### config.mk
export PLATFORM = sky130hd
export DESIGN_NAME = dsky_key_input_flat
export DESIGN_NICKNAME = d
export VERILOG_FILES = /design/src/rtl/dsky_key_input_pkg.sv /design/src/rtl/dsky_key_input_if.sv /design/src/rtl/dsky_key_fifo.sv /design/src/rtl/dsky_key_input.sv /design/src/flat_wrapper.sv
export SDC_FILE = /design/constraint.sdc
export NUM_CORES = 1
export LEC_CHECK = 0
export CORE_UTILIZATION = 50
export CTS_CLUSTER_DIAMETER = 30
export CTS_CLUSTER_SIZE = 12
export DETAILED_ROUTE_END_ITERATION = 16
export PLACE_DENSITY = 0.72
export SLEW_MARGIN = 20
export SYNTH_ARGS = -nofsm -noshare
export SYNTH_HDL_FRONTEND = slang
export SYNTH_SLANG_ARGS = --single-unit
### constraint.sdc
create_clock -name clk -period 6.5 [get_ports clk]
set_input_delay 1.3 -clock clk [delete_from_list [all_inputs] [get_ports clk]]
set_output_delay 1.3 -clock clk [all_outputs]
set_load 0.005 [all_outputs]
### src/rtl/dsky_key_input_pkg.sv
// Shared encodings for the DSKY keyboard front end: debounce states, null key, channel 15 word layout.
// DSKY_PARITY_EN (optional define) puts odd parity over the whole word into channel 15 bit 15.
package dsky_key_input_pkg;

    typedef enum logic [1:0] {
        IDLE         = 2'd0,
        PRESS_WAIT   = 2'd1,
        HELD         = 2'd2,
        RELEASE_WAIT = 2'd3
    } deb_state_t;

    localparam logic [4:0] KEY_NONE  = 5'd0;
    localparam int         KEY_W     = 5;
    localparam int         CHAN_W    = 16;
    localparam int         PAR_BIT   = 15;

    function automatic logic [CHAN_W-1:0] chan_word(input logic [KEY_W-1:0] key);
        logic [CHAN_W-1:0] w;
        w = '0;
        w[KEY_W-1:0] = key;
`ifdef DSKY_PARITY_EN
        // Bits 14:5 are zero, so the keycode alone decides the parity bit.
        w[PAR_BIT] = ~^key;
`endif
        return w;
    endfunction

endpackage

### src/rtl/dsky_key_input_if.sv
// Keyboard/CPU side bundle of the DSKY key front end: raw keycode in, channel 15 + KEYRUPT out.
// master = keyboard matrix + CPU side, slave = dsky_key_input.
import dsky_key_input_pkg::*;

interface dsky_key_input_if;
    logic [KEY_W-1:0]  key_code;
    logic              chan_rd;
    logic [CHAN_W-1:0] chan_data;
    logic              keyrupt;
    logic              rupt_ack;
    logic [4:0]        fifo_count;
    logic              overflow;
    logic              ovf_clr;

    modport master (
        output key_code, chan_rd, rupt_ack, ovf_clr,
        input  chan_data, keyrupt, fifo_count, overflow
    );

    modport slave (
        input  key_code, chan_rd, rupt_ack, ovf_clr,
        output chan_data, keyrupt, fifo_count, overflow
    );
endinterface

### src/rtl/dsky_key_fifo.sv
// Circular keycode queue with sticky overflow; zero latency (head/count valid right after the write/pop edge).
// Push when full is dropped and flags overflow unless a pop frees the slot in the same cycle; pop when empty is ignored.
import dsky_key_input_pkg::*;

module dsky_key_fifo #(
    parameter int FIFO_DEPTH = 4
) (
    input  logic             clk,
    input  logic             reset,
    input  logic             push,
    input  logic [KEY_W-1:0] push_dat,
    input  logic             pop,
    input  logic             ovf_clr,
    output logic [KEY_W-1:0] head_dat,
    output logic [4:0]       count,
    output logic             empty,
    output logic             overflow
);
    localparam int         AW       = $clog2(FIFO_DEPTH);
    localparam logic [4:0] FULL_CNT = 5'(FIFO_DEPTH);

    logic [KEY_W-1:0] mem [FIFO_DEPTH];
    logic [AW-1:0]    wr_ptr;
    logic [AW-1:0]    rd_ptr;
    logic             full;
    logic             pop_ok;
    logic             push_ok;
    logic             ovf_set;

    assign empty    = (count == 5'd0);
    assign full     = (count == FULL_CNT);
    assign pop_ok   = pop && !empty;
    assign push_ok  = push && (!full || pop_ok);
    assign ovf_set  = push && full && !pop_ok;
    assign head_dat = empty ? KEY_NONE : mem[rd_ptr];

    // Storage needs no reset: count gates every read.
    always_ff @(posedge clk) begin
        if (push_ok) mem[wr_ptr] <= push_dat;
    end

    always_ff @(posedge clk) begin
        if (reset) begin
            wr_ptr   <= '0;
            rd_ptr   <= '0;
            count    <= 5'd0;
            overflow <= 1'b0;
        end else begin
            if (push_ok) wr_ptr <= wr_ptr + 1'b1;
            if (pop_ok)  rd_ptr <= rd_ptr + 1'b1;
            case ({push_ok, pop_ok})
                2'b10:   count <= count + 5'd1;
                2'b01:   count <= count - 5'd1;
                default: count <= count;
            endcase
            if (ovf_set)      overflow <= 1'b1;
            else if (ovf_clr) overflow <= 1'b0;
        end
    end

endmodule

### src/rtl/dsky_key_input.sv
// DSKY keyboard front end: debounce raw keycodes, queue them, present channel 15 with KEYRUPT.
// Push lands DEBOUNCE_CYCLES-1 edges after a stable key is first sampled; keyrupt follows one edge later.
// Full queue drops keys (sticky overflow); KEYRUPT re-arms on each channel 15 read. Option: DSKY_PARITY_EN.
import dsky_key_input_pkg::*;

module dsky_key_input #(
    parameter int DEBOUNCE_CYCLES = 16,
    parameter int FIFO_DEPTH      = 4
) (
    input  logic       clk,
    input  logic       reset,
    dsky_key_input_if.slave bus
);
    localparam logic [7:0] CNT_LAST = 8'(DEBOUNCE_CYCLES - 1);

    deb_state_t       state;
    logic [KEY_W-1:0] cand;
    logic [7:0]       cnt;
    logic             push;
    logic             keyrupt_q;
    logic             armed;
    logic [KEY_W-1:0] head_dat;
    logic             empty;

    // The accepting cycle is the one whose sample brings the count to DEBOUNCE_CYCLES.
    assign push = (state == PRESS_WAIT) && (bus.key_code == cand) && (cnt == CNT_LAST);

    always_ff @(posedge clk) begin
        if (reset) begin
            state <= IDLE;
            cand  <= KEY_NONE;
            cnt   <= 8'd0;
        end else begin
            case (state)
                IDLE: begin
                    if (bus.key_code != KEY_NONE) begin
                        state <= PRESS_WAIT;
                        cand  <= bus.key_code;
                        cnt   <= 8'd1;
                    end
                end
                PRESS_WAIT: begin
                    if (bus.key_code == KEY_NONE) begin
                        state <= IDLE;
                        cnt   <= 8'd0;
                    end else if (bus.key_code != cand) begin
                        cand <= bus.key_code;
                        cnt  <= 8'd1;
                    end else if (cnt == CNT_LAST) begin
                        state <= HELD;
                        cnt   <= 8'd0;
                    end else begin
                        cnt <= cnt + 8'd1;
                    end
                end
                HELD: begin
                    if (bus.key_code == KEY_NONE) begin
                        state <= RELEASE_WAIT;
                        cnt   <= 8'd1;
                    end
                end
                RELEASE_WAIT: begin
                    if (bus.key_code != KEY_NONE) begin
                        state <= HELD;
                        cnt   <= 8'd0;
                    end else if (cnt == CNT_LAST) begin
                        state <= IDLE;
                        cnt   <= 8'd0;
                    end else begin
                        cnt <= cnt + 8'd1;
                    end
                end
                default: state <= IDLE;
            endcase
        end
    end

    // A read in the same cycle as an ack re-arms, so a pending key is not lost.
    always_ff @(posedge clk) begin
        if (reset) begin
            keyrupt_q <= 1'b0;
            armed     <= 1'b1;
        end else begin
            if (bus.chan_rd)       armed <= 1'b1;
            else if (bus.rupt_ack) armed <= 1'b0;
            keyrupt_q <= !bus.rupt_ack && armed && !empty;
        end
    end

    dsky_key_fifo #(.FIFO_DEPTH(FIFO_DEPTH)) u_fifo (
        .clk      (clk),
        .reset    (reset),
        .push     (push),
        .push_dat (cand),
        .pop      (bus.chan_rd),
        .ovf_clr  (bus.ovf_clr),
        .head_dat (head_dat),
        .count    (bus.fifo_count),
        .empty    (empty),
        .overflow (bus.overflow)
    );

    assign bus.chan_data = chan_word(head_dat);
    assign bus.keyrupt   = keyrupt_q;

endmodule
### src/flat_wrapper.sv
// flat-port wrapper written by rule: the top's interface ports become plain ports
module dsky_key_input_flat 
#(
    parameter int DEBOUNCE_CYCLES = 16,
    parameter int FIFO_DEPTH      = 4
)
  (clk, reset, bus_key_code, bus_chan_rd, bus_rupt_ack, bus_ovf_clr, bus_chan_data, bus_keyrupt, bus_fifo_count, bus_overflow);
  dsky_key_input_if bus_i ();
  input  logic clk;
  input  logic reset;
  input wire logic [$bits(bus_i.key_code)-1:0] bus_key_code;
  input wire logic [$bits(bus_i.chan_rd)-1:0] bus_chan_rd;
  input wire logic [$bits(bus_i.rupt_ack)-1:0] bus_rupt_ack;
  input wire logic [$bits(bus_i.ovf_clr)-1:0] bus_ovf_clr;
  output wire logic [$bits(bus_i.chan_data)-1:0] bus_chan_data;
  output wire logic [$bits(bus_i.keyrupt)-1:0] bus_keyrupt;
  output wire logic [$bits(bus_i.fifo_count)-1:0] bus_fifo_count;
  output wire logic [$bits(bus_i.overflow)-1:0] bus_overflow;
  assign bus_i.key_code = bus_key_code;
  assign bus_i.chan_rd = bus_chan_rd;
  assign bus_i.rupt_ack = bus_rupt_ack;
  assign bus_i.ovf_clr = bus_ovf_clr;
  assign bus_chan_data = bus_i.chan_data;
  assign bus_keyrupt = bus_i.keyrupt;
  assign bus_fifo_count = bus_i.fifo_count;
  assign bus_overflow = bus_i.overflow;
  dsky_key_input #(.DEBOUNCE_CYCLES(DEBOUNCE_CYCLES), .FIFO_DEPTH(FIFO_DEPTH)) u_core (.clk(clk), .reset(reset), .bus(bus_i));
endmodule
==> flow_summary_export.csv <==
group,metric,value,unit
run_status,status,"finished, violations left",
run_status,violations,"DRC",
placement,gp_routability_congestion,0.780,
placement,dp_hpwl,2890,um
cells_and_area,multi_input_area,1120,sq um
cells_and_area,area.sequential,1180,sq um
synthesis,ys_seq_area_frac,0.496,
cells_and_area,fin_cells,287,
sta,slew_headroom,0.300,
cts,clockBufferDepth,2,
routing,antenna_left,0,
power,clockPowerShare,0.246,
worst_hold_path,hp-class,"reg2reg",
placement,portBuffers,21,
cts,post_cts_buffers,0,
critical_path,crit-reg2reg-launch,"u_core.cnt[0]$_SDFFE_PP0P_",
synthesis,synth_area,2380,sq um
global_route,grt_overflow,0,
sta,drv_slew,0,
sta,finalSetupViolations,0,
routing,wl_per_cell,14.3,um
critical_path,cp.arrival,3910,ps
critical_path,startpoint_type,"input port",
synthesis,synth_top_cell_by_area,"edfxtp_1",
synthesis,post_synth.cell_area_avg,11.2,sq um
die,fp.dieArea,5040,sq um
critical_path,crit_fanout,6,
routing,drtIter0Drc,101,
cts,postCtsHoldBufs,0,
synthesis,ys_ff_latch,49,
cells_and_area,area_delta_synth_final,13.3,%
synthesis,ys_types,46,
cells_and_area,drive_gt1_frac,0.111,
global_route,grt_pass1_vias,1491,
routing,first_pass_iters,12,
cts,cts_tree,"done",
run,drv_cap,0,
power,pwr-share-seq,0.446,
sta,post-route-period-util,0.579,
die,ios,33,
cts,cts_buffers,5,
synthesis,netlist.area_leader.share,0.252,
sta,timing.final.crit_period,3760,ps
sta,rsz0062_at_grt,"no",
cts,cts-resized-gates,0,
die,die_h,71.0,um
power,p_int,614,uW
placement,placed_cell_area,2590,sq um
synthesis,synthMostInstantiatedCell,"dfxtp_1",
cells_and_area,fin_area,2700,sq um
synthesis,synth_commonest_cells,"dfxtp_1, nor2_1, edfxtp_1",
global_route,grt_max_degree,29,
placement,pre_cts_ws,2440,ps
sta,hold_violations,0,
worst_hold_path,min-delay-start,"u_core.cnt[2]$_SDFFE_PP0P_",
global_route,grtUsageTotal,0.177,
power,power_frac_comb,0.308,
cts,cts.sinks,49,
sta,fmax,266,MHz
synthesis,synth_edf_count,20,
synthesis,ys_async_sr_fraction,0,
power,vdd_drop_max,106,uV
critical_path,cp_data_required_time,6650,ps
die,rows,24,
power,p_leak,0.000993,uW
placement,placed_cells,279,
die,start_util,0.532,
synthesis,syn_inst,213,
cts,worstSkewPairLatency,300,ps
global_route,grt_pass1_wl,6820,um
critical_path,critical_path_class,"in2reg",
die,die_w,71.0,um
sta,final.setup.tns,0,ps
power,p_per_area,317,nW/um^2
routing,num_vias,1532,
critical_path,crit_start,"bus_key_code[3]",
critical_path,crit_path_end_kind,"flop",
cts,ctsHtreeMaxLevel,2,
cts,clk_pin_slew,90,ps
routing,vias_per_cell,5.34,
global_route,antenna_found_initial,0,
synthesis,synth-main-ff-cell,"dfxtp_1",
synthesis,ys_warn_count,0,
power,swShare,0.282,
cts,cts-root-buf,"clkbuf_8",
routing,drc,4,
sta,clock_skew,5.95,ps
cells_and_area,nets,250,
sta,fin_ws,2740,ps
cells_and_area,diodes,0,
routing,wl,4120,um
cells_and_area,fillCellCount,387,
power,power_switching,242,uW
synthesis,synth_area_leaders,"edfxtp_1, dfxtp_1, mux4_2",
die,core,4470,sq um
sta,tightest_slew,1050,ps
## flip-flops by register name, summed over array words and instances, names as in the netlist, 2 cells and up, named ones only
| name | flops |
|---|---|
| u_core.u_fifo.mem | 20 |
| u_core.u_fifo.rd_ptr | 2 |
| u_core.u_fifo.wr_ptr | 2 |
| u_core.cand | 5 |
| u_core.u_fifo.count | 5 |
| u_core.cnt | 8 |
## layout by cell type (no fill, tap or decap), types with 5 or more instances in the layout
| cell type | n |
|---|---|
| xnor2_1 | 11 |
| clkdlybuf4s50_1 | 21 |
| and2_1 | 5 |
| dfxtp_1 | 29 |
| mux2i_1 | 7 |
| nand3_1 | 9 |
| conb_1 | 11 |
| mux4_2 | 5 |
| nor2_1 | 23 |
| clkbuf_8 | 5 |
| edfxtp_1 | 20 |
| a21oi_1 | 8 |
| ha_1 | 6 |
| nor2b_1 | 10 |
## worst max-delay path, stage by stage
cell and delay (ps):
clkdlybuf4s50_1 510, xnor2_1 140, nand3_1 230, nor4_2 490
nor2_1 150, xor2_1 170, ha_1 230, or3_1 350
mux2i_1 170, xnor2_1 130, nor2_1 50
## per-stage QoR
step	util	power [uW]	hold slack (ps)
2_1_floorplan	-	548	452
3_3_place_gp	0.579	650	487
3_5_place_dp	0.579	656	496
4_1_cts	0.603	866	515
5_1_grt	0.603	905	523
6_report	0.603	856	511
## logic make-up (layout without fill, tap and decap cells)
logic type / count (synthesis) / after routing / synth area share
AND/OR/NAND/NOR: 84 / 84 / 0.212
flip-flops: 49 / 49 / 0.496
AO/OA/AOI/OAI: 23 / 23 / 0.0657
buffers and inverters: 21 / 33 / 0.0504
multiplexers: 15 / 15 / 0.0909
XOR/XNOR: 14 / 14 / 0.0515
adder cells (fa/ha/maj): 6 / 6 / 0.0315
other: 1 / 11 / 0.00157
## worst paths after layout
check	cells past startpoint	to	slack (ps)
min reg2reg	1	u_core.cnt[2]$_SDFFE_PP0P_	510
min	1	u_core.cnt[2]$_SDFFE_PP0P_	510
max	11	u_core.u_fifo.count[2]$_SDFFE_PP0P_	2740
max reg2reg	11	u_core.u_fifo.count[2]$_SDFFE_PP0P_	3760
## layer usage
metal / share of wire / GRT usage
met5: 0 / 0
met4: 0.018 / 0.0733
met3: 0.024 / 0.0299
met2: 0.49 / 0.310
met1: 0.47 / 0.218
## area by class of cell
type                            instances  area share
Clock buffer                            5      0.0255
Clock inverter                          3      0.0153
Inverter                                4     0.00556
Multi-Input combinational cell        153       0.414
Sequential cell                        49       0.438
Tap cell                               52      0.0241
Timing Repair Buffer                   21      0.0779
## power by group through the flow
stage	clock network, uW	logic, uW	registers, uW
3_5_place_dp	0	266	390
3_3_place_gp	0	261	390
4_1_cts	216	267	383
5_1_grt	227	291	388
6_report	211	263	382
2_1_floorplan	0	171	376
Power figures use the tool's default switching activity.
==> variant 1, RTL diff (same settings) <==
The option `DSKY_PARITY_EN` is turned on by a define.
--- a/src/rtl/dsky_key_input_pkg.sv
+++ b/src/rtl/dsky_key_input_pkg.sv
@@ -2,2 +2,4 @@
 // DSKY_PARITY_EN (optional define) puts odd parity over the whole word into channel 15 bit 15.
+`define DSKY_PARITY_EN
+
 package dsky_key_input_pkg;
Check against the original RTL: not equivalent (a bounded check fails within 4 cycles, from zero or initial values and one cycle with reset high).
==> variant 1 against the unedited design <==
Area after synthesis rose by 4.5%. Worst hold slack better by 16 ps. Critical path depth decreased by 1. Sequential cell count stayed put. Worst setup slack lost 30 ps. Design area rose by 4.8%. Total power fell by 1.5%. Sequential share of layout area is 2.0 points lower. Wire length rose by 3.9%. Core utilization shrank 0.85 points.
==> variant 1: results (changes against the unedited design) <==
* Routability cong. at 0.794 (+1.8%)
* Mux contribution to synthesized area at 9.60% (+0.51 points)
* Synth Instances at 239 (+12%)
* Global-route wire length before repair at 7040 µm (+3.1%)
* Initial DRC count at 96 (-5.0%)
* Hold Crit Start: u_core.u_fifo.wr_ptr[1]$_SDFFE_PP0P_
* Worst relative slew slack at 47.7% (+18 points)
* CP Capture Point: u_core.u_fifo.count[4]$_SDFFE_PP0P_
* Hold depth at 2 (+1)
* Sequential share of the synthesized area at 47.5% (-2.1 points)
* Post-Synth XOR/XNOR Area at 4.93% (-0.22 points)
* Reg2Reg Depth at 10 (-1)
* Setup slack, reg-to-reg at 3550 ps (-210 ps)
* Largest net degree at the start of global routing at 33 (+14%)
* Status: finished, final reports clean
* Commonest cells in the netlist: dfxtp_1, nor2_1, edfxtp_1, nand3_1, xnor2_1
* Top post-synthesis cells by area: edfxtp_1, dfxtp_1, mux4_2
* Synth Area in Adders at 3.02% (-0.14 points)
* Routed vias at 1778 (+16%)
* Placed cell count at 318 (+14%)
* Max Fanout on Critical Path at 7 (+1)
* Pre-Repair DR Iteration Count at 4 (-8)
* Hold endpoint: u_core.u_fifo.wr_ptr[1]$_SDFFE_PP0P_
* GRT Total Usage at 17.4% (-0.31 points)
* Share of cells above drive strength 1 at 9.65% (-1.4 points)
* Worst Clk Skew at 10.7 ps (+4.74 ps)
* Layout fillers at 428 (+11%)
* Port bufs at 22 (+4.8%)
* Worst vdd ir at 0.153 mV (+45%)
[variant 1: final cells by class]
class                   instances  area (µm²)  area share, %
clock buffers                   5        68.8           2.43
repair buffers                 22         215           7.61
flip-flops and latches         49        1180           41.8
clock inverters                 3        41.3           1.46
multi-input cells             174        1210           43.0
inverters                       6        22.5          0.796
well taps                      67        83.8           2.96
[variant 1: through the flow]
| step | total power [mW] | cell area (µm²) | hold WS (ps) | setup WS [ps] |
|---|---|---|---|---|
| 2_1_floorplan | 0.538 | 2520 | 483 | 3240 |
| 3_3_place_gp | 0.635 | 2720 | 507 | 2490 |
| 3_5_place_dp | 0.641 | 2720 | 522 | 2380 |
| 4_1_cts | 0.850 | 2830 | 536 | 2710 |
| 5_1_grt | 0.893 | 2830 | 548 | 2550 |
| 6_report | 0.843 | 2830 | 527 | 2710 |
[variant 1: worst max-delay path, cell delays in order]
cell and delay [ps]:
clkdlybuf4s50_1 570, xnor2_1 140, nand3_1 250, nor4_4 560
nor2_1 100, xnor2_1 150, ha_1 210, and3_1 170
mux2i_1 170, mux2_2 350
[variant 1: power by group through the flow]
stage | logic (mW) | clock network [mW] | registers (mW)
after global placement | 0.259 | 0 | 0.376
after global routing | 0.291 | 0.227 | 0.374
after CTS | 0.265 | 0.215 | 0.370
after detailed placement | 0.264 | 0 | 0.377
final | 0.262 | 0.213 | 0.369
after floorplan | 0.172 | 0 | 0.366
[variant 1: routing by layer]
metal / vias to the layer above / wire length, µm / track usage (%)
met5: - / 0 / 0
met4: 0 / 42 / 6.54
met3: 4 / 137 / 3.33
met2: 33 / 2100 / 30.2
met1: 852 / 2000 / 21.5
li1: 889 / - / -
==> variant 2, RTL diff (same flow settings) <==
Made on the original files. Make the reset (`reset`) asynchronous in 3 clocked blocks.
--- a/src/rtl/dsky_key_fifo.sv
+++ b/src/rtl/dsky_key_fifo.sv
@@ -41,3 +41,3 @@
 
-    always_ff @(posedge clk) begin
+    always_ff @(posedge clk or posedge reset) begin
         if (reset) begin
--- a/src/rtl/dsky_key_input.sv
+++ b/src/rtl/dsky_key_input.sv
@@ -27,3 +27,3 @@
 
-    always_ff @(posedge clk) begin
+    always_ff @(posedge clk or posedge reset) begin
         if (reset) begin
@@ -78,3 +78,3 @@
     // A read in the same cycle as an ack re-arms, so a pending key is not lost.
-    always_ff @(posedge clk) begin
+    always_ff @(posedge clk or posedge reset) begin
         if (reset) begin
Function: same outputs for any inputs over 10 cycles, from zero or initial values and one cycle with reset high; that may be too few to reach the edited logic, so the function may still have changed.
==> variant 2 against the unedited design <==
The run still ends with design-rule violations left. Design area rose by 0.32%. Via count rose by 3.3%. Worst hold slack got worse by 14 ps. Global-route usage rose by 1.4 points. Clock power fell by 17%. Total power fell by 8.0%. Worst setup slack improved by 140 ps. Area after synthesis rose by 0.95%. Non-clock buffer count did not move. Wire length rose by 7.2%. Fmax rose by 3.8%. Sequential cell count fell by 2.
==> variant 2: results (changes against the unedited design) <==
* Final wirelength at 4420 µm (+7.2%)
* DR WL met3 at 202 µm (+100%)
* Post-Synth XOR/XNOR Area at 5.83% (+0.68 points)
* GRT Total Usage at 19.2% (+1.4 points)
* Fraction of area in multi-input gates at 38.5% (-2.9 points)
* Placed cell count at 264 (-5.4%)
* Commonest cells in the netlist: dfrtp_1, edfxtp_1, nor2_1, buf_4, xnor2_1
* Hold Crit Start: u_core.armed$_DFFE_PP1P_
* Sequential share of the synthesized area at 53.1% (+3.5 points)
* Drt drc at 2 (-2)
* Layout fillers at 363 (-6.2%)
* RR Startpoint: u_core.u_fifo.count[1]$_DFFE_PP0P_
* Worst Clk Skew at 8.48 ps (+2.53 ps)
* Routability cong. at 0.855 (+9.7%)
* Initial DRC count at 75 (-26%)
* Setup slack, reg-to-reg at 3880 ps (+120 ps)
* Failing checks: design-rule violations
* Worst Tran Pin Value at 968 ps (-78.8 ps)
* DP Wirelength at 3270 µm (+13%)
* Fraction of area in clock buffers and inverters at 3.28% (-0.80 points)
* Leakage at 1.05 nW (+5.7%)
* Non-clock buffering overhead at 7.76% (-0.025 points)
* Share of cells above drive strength 1 at 13.6% (+2.6 points)
* Hold depth at 2 (+1)
* Status: finished, violations left
* Largest net degree at the start of global routing at 28 (-3.4%)
* Nonclk inv count at 6 (+2)
* CP Capture Point: bus_chan_data[0]
* Comb_multi_in at 138 (-9.8%)
* Internal power at 0.556 mW (-9.4%)
* Seq area share at 47.2% (+3.4 points)
* Met2 Resource Use GR at 33.3% (+2.4 points)
* CTS Sinks at 47 (-4.1%)
* Vias per cell at 5.82 (+9.0%)
* Met3 Usage GRT at 3.52% (+0.52 points)
* Ys async rst share at 57.4% (+57 points)
* Synth Instances at 196 (-8.0%)
* Max Fanout on Critical Path at 8 (+2)
* Synth Area in Adders at 3.12% (-0.030 points)
* Slowest stage delay, CP at 610 ps (+100 ps)
* Non-Filler Instances at 272 (-5.2%)
* Vias in the first global route at 1603 (+7.5%)
* Worst hold slack at 497 ps (-14.0 ps)
* Reg2Reg Capture Point: u_core.u_fifo.count[4]$_DFFE_PP0P_
* Worst Setup SP: u_core.u_fifo.count[1]$_DFFE_PP0P_
## variant 2: changes by cell type after synthesis, sizes merged, moves of 4 or more
cell	before	now
dfxtp	29	0
dfrtp	0	26
nor2	23	13
mux2	3	9
mux2i	7	1
o21ai	2	8
nand3	10	5
or3	4	0
## variant 2: power groups by stage
stage                     clock network [mW]  logic, mW  registers [mW]
final                                  0.175      0.218           0.394
after global routing                   0.188      0.239           0.402
after floorplan                            0      0.145           0.373
after detailed placement                   0      0.220           0.402
after global placement                     0      0.214           0.398
after CTS                              0.179      0.220           0.395
## variant 2: per-stage QoR
stage	total power, mW	worst slack [ps]	instance area, µm²
floorplan	0.518	3490	2440
CTS	0.795	2830	2710
global route	0.828	2740	2710
global placement	0.612	2790	2620
detailed placement	0.622	2650	2620
finish	0.788	2870	2710
## variant 2: tightest hold or removal path, cell delays in order (launching register included)
cell and delay, ps:
dfstp_2 370, nand2b_1 70, nand2b_1 60
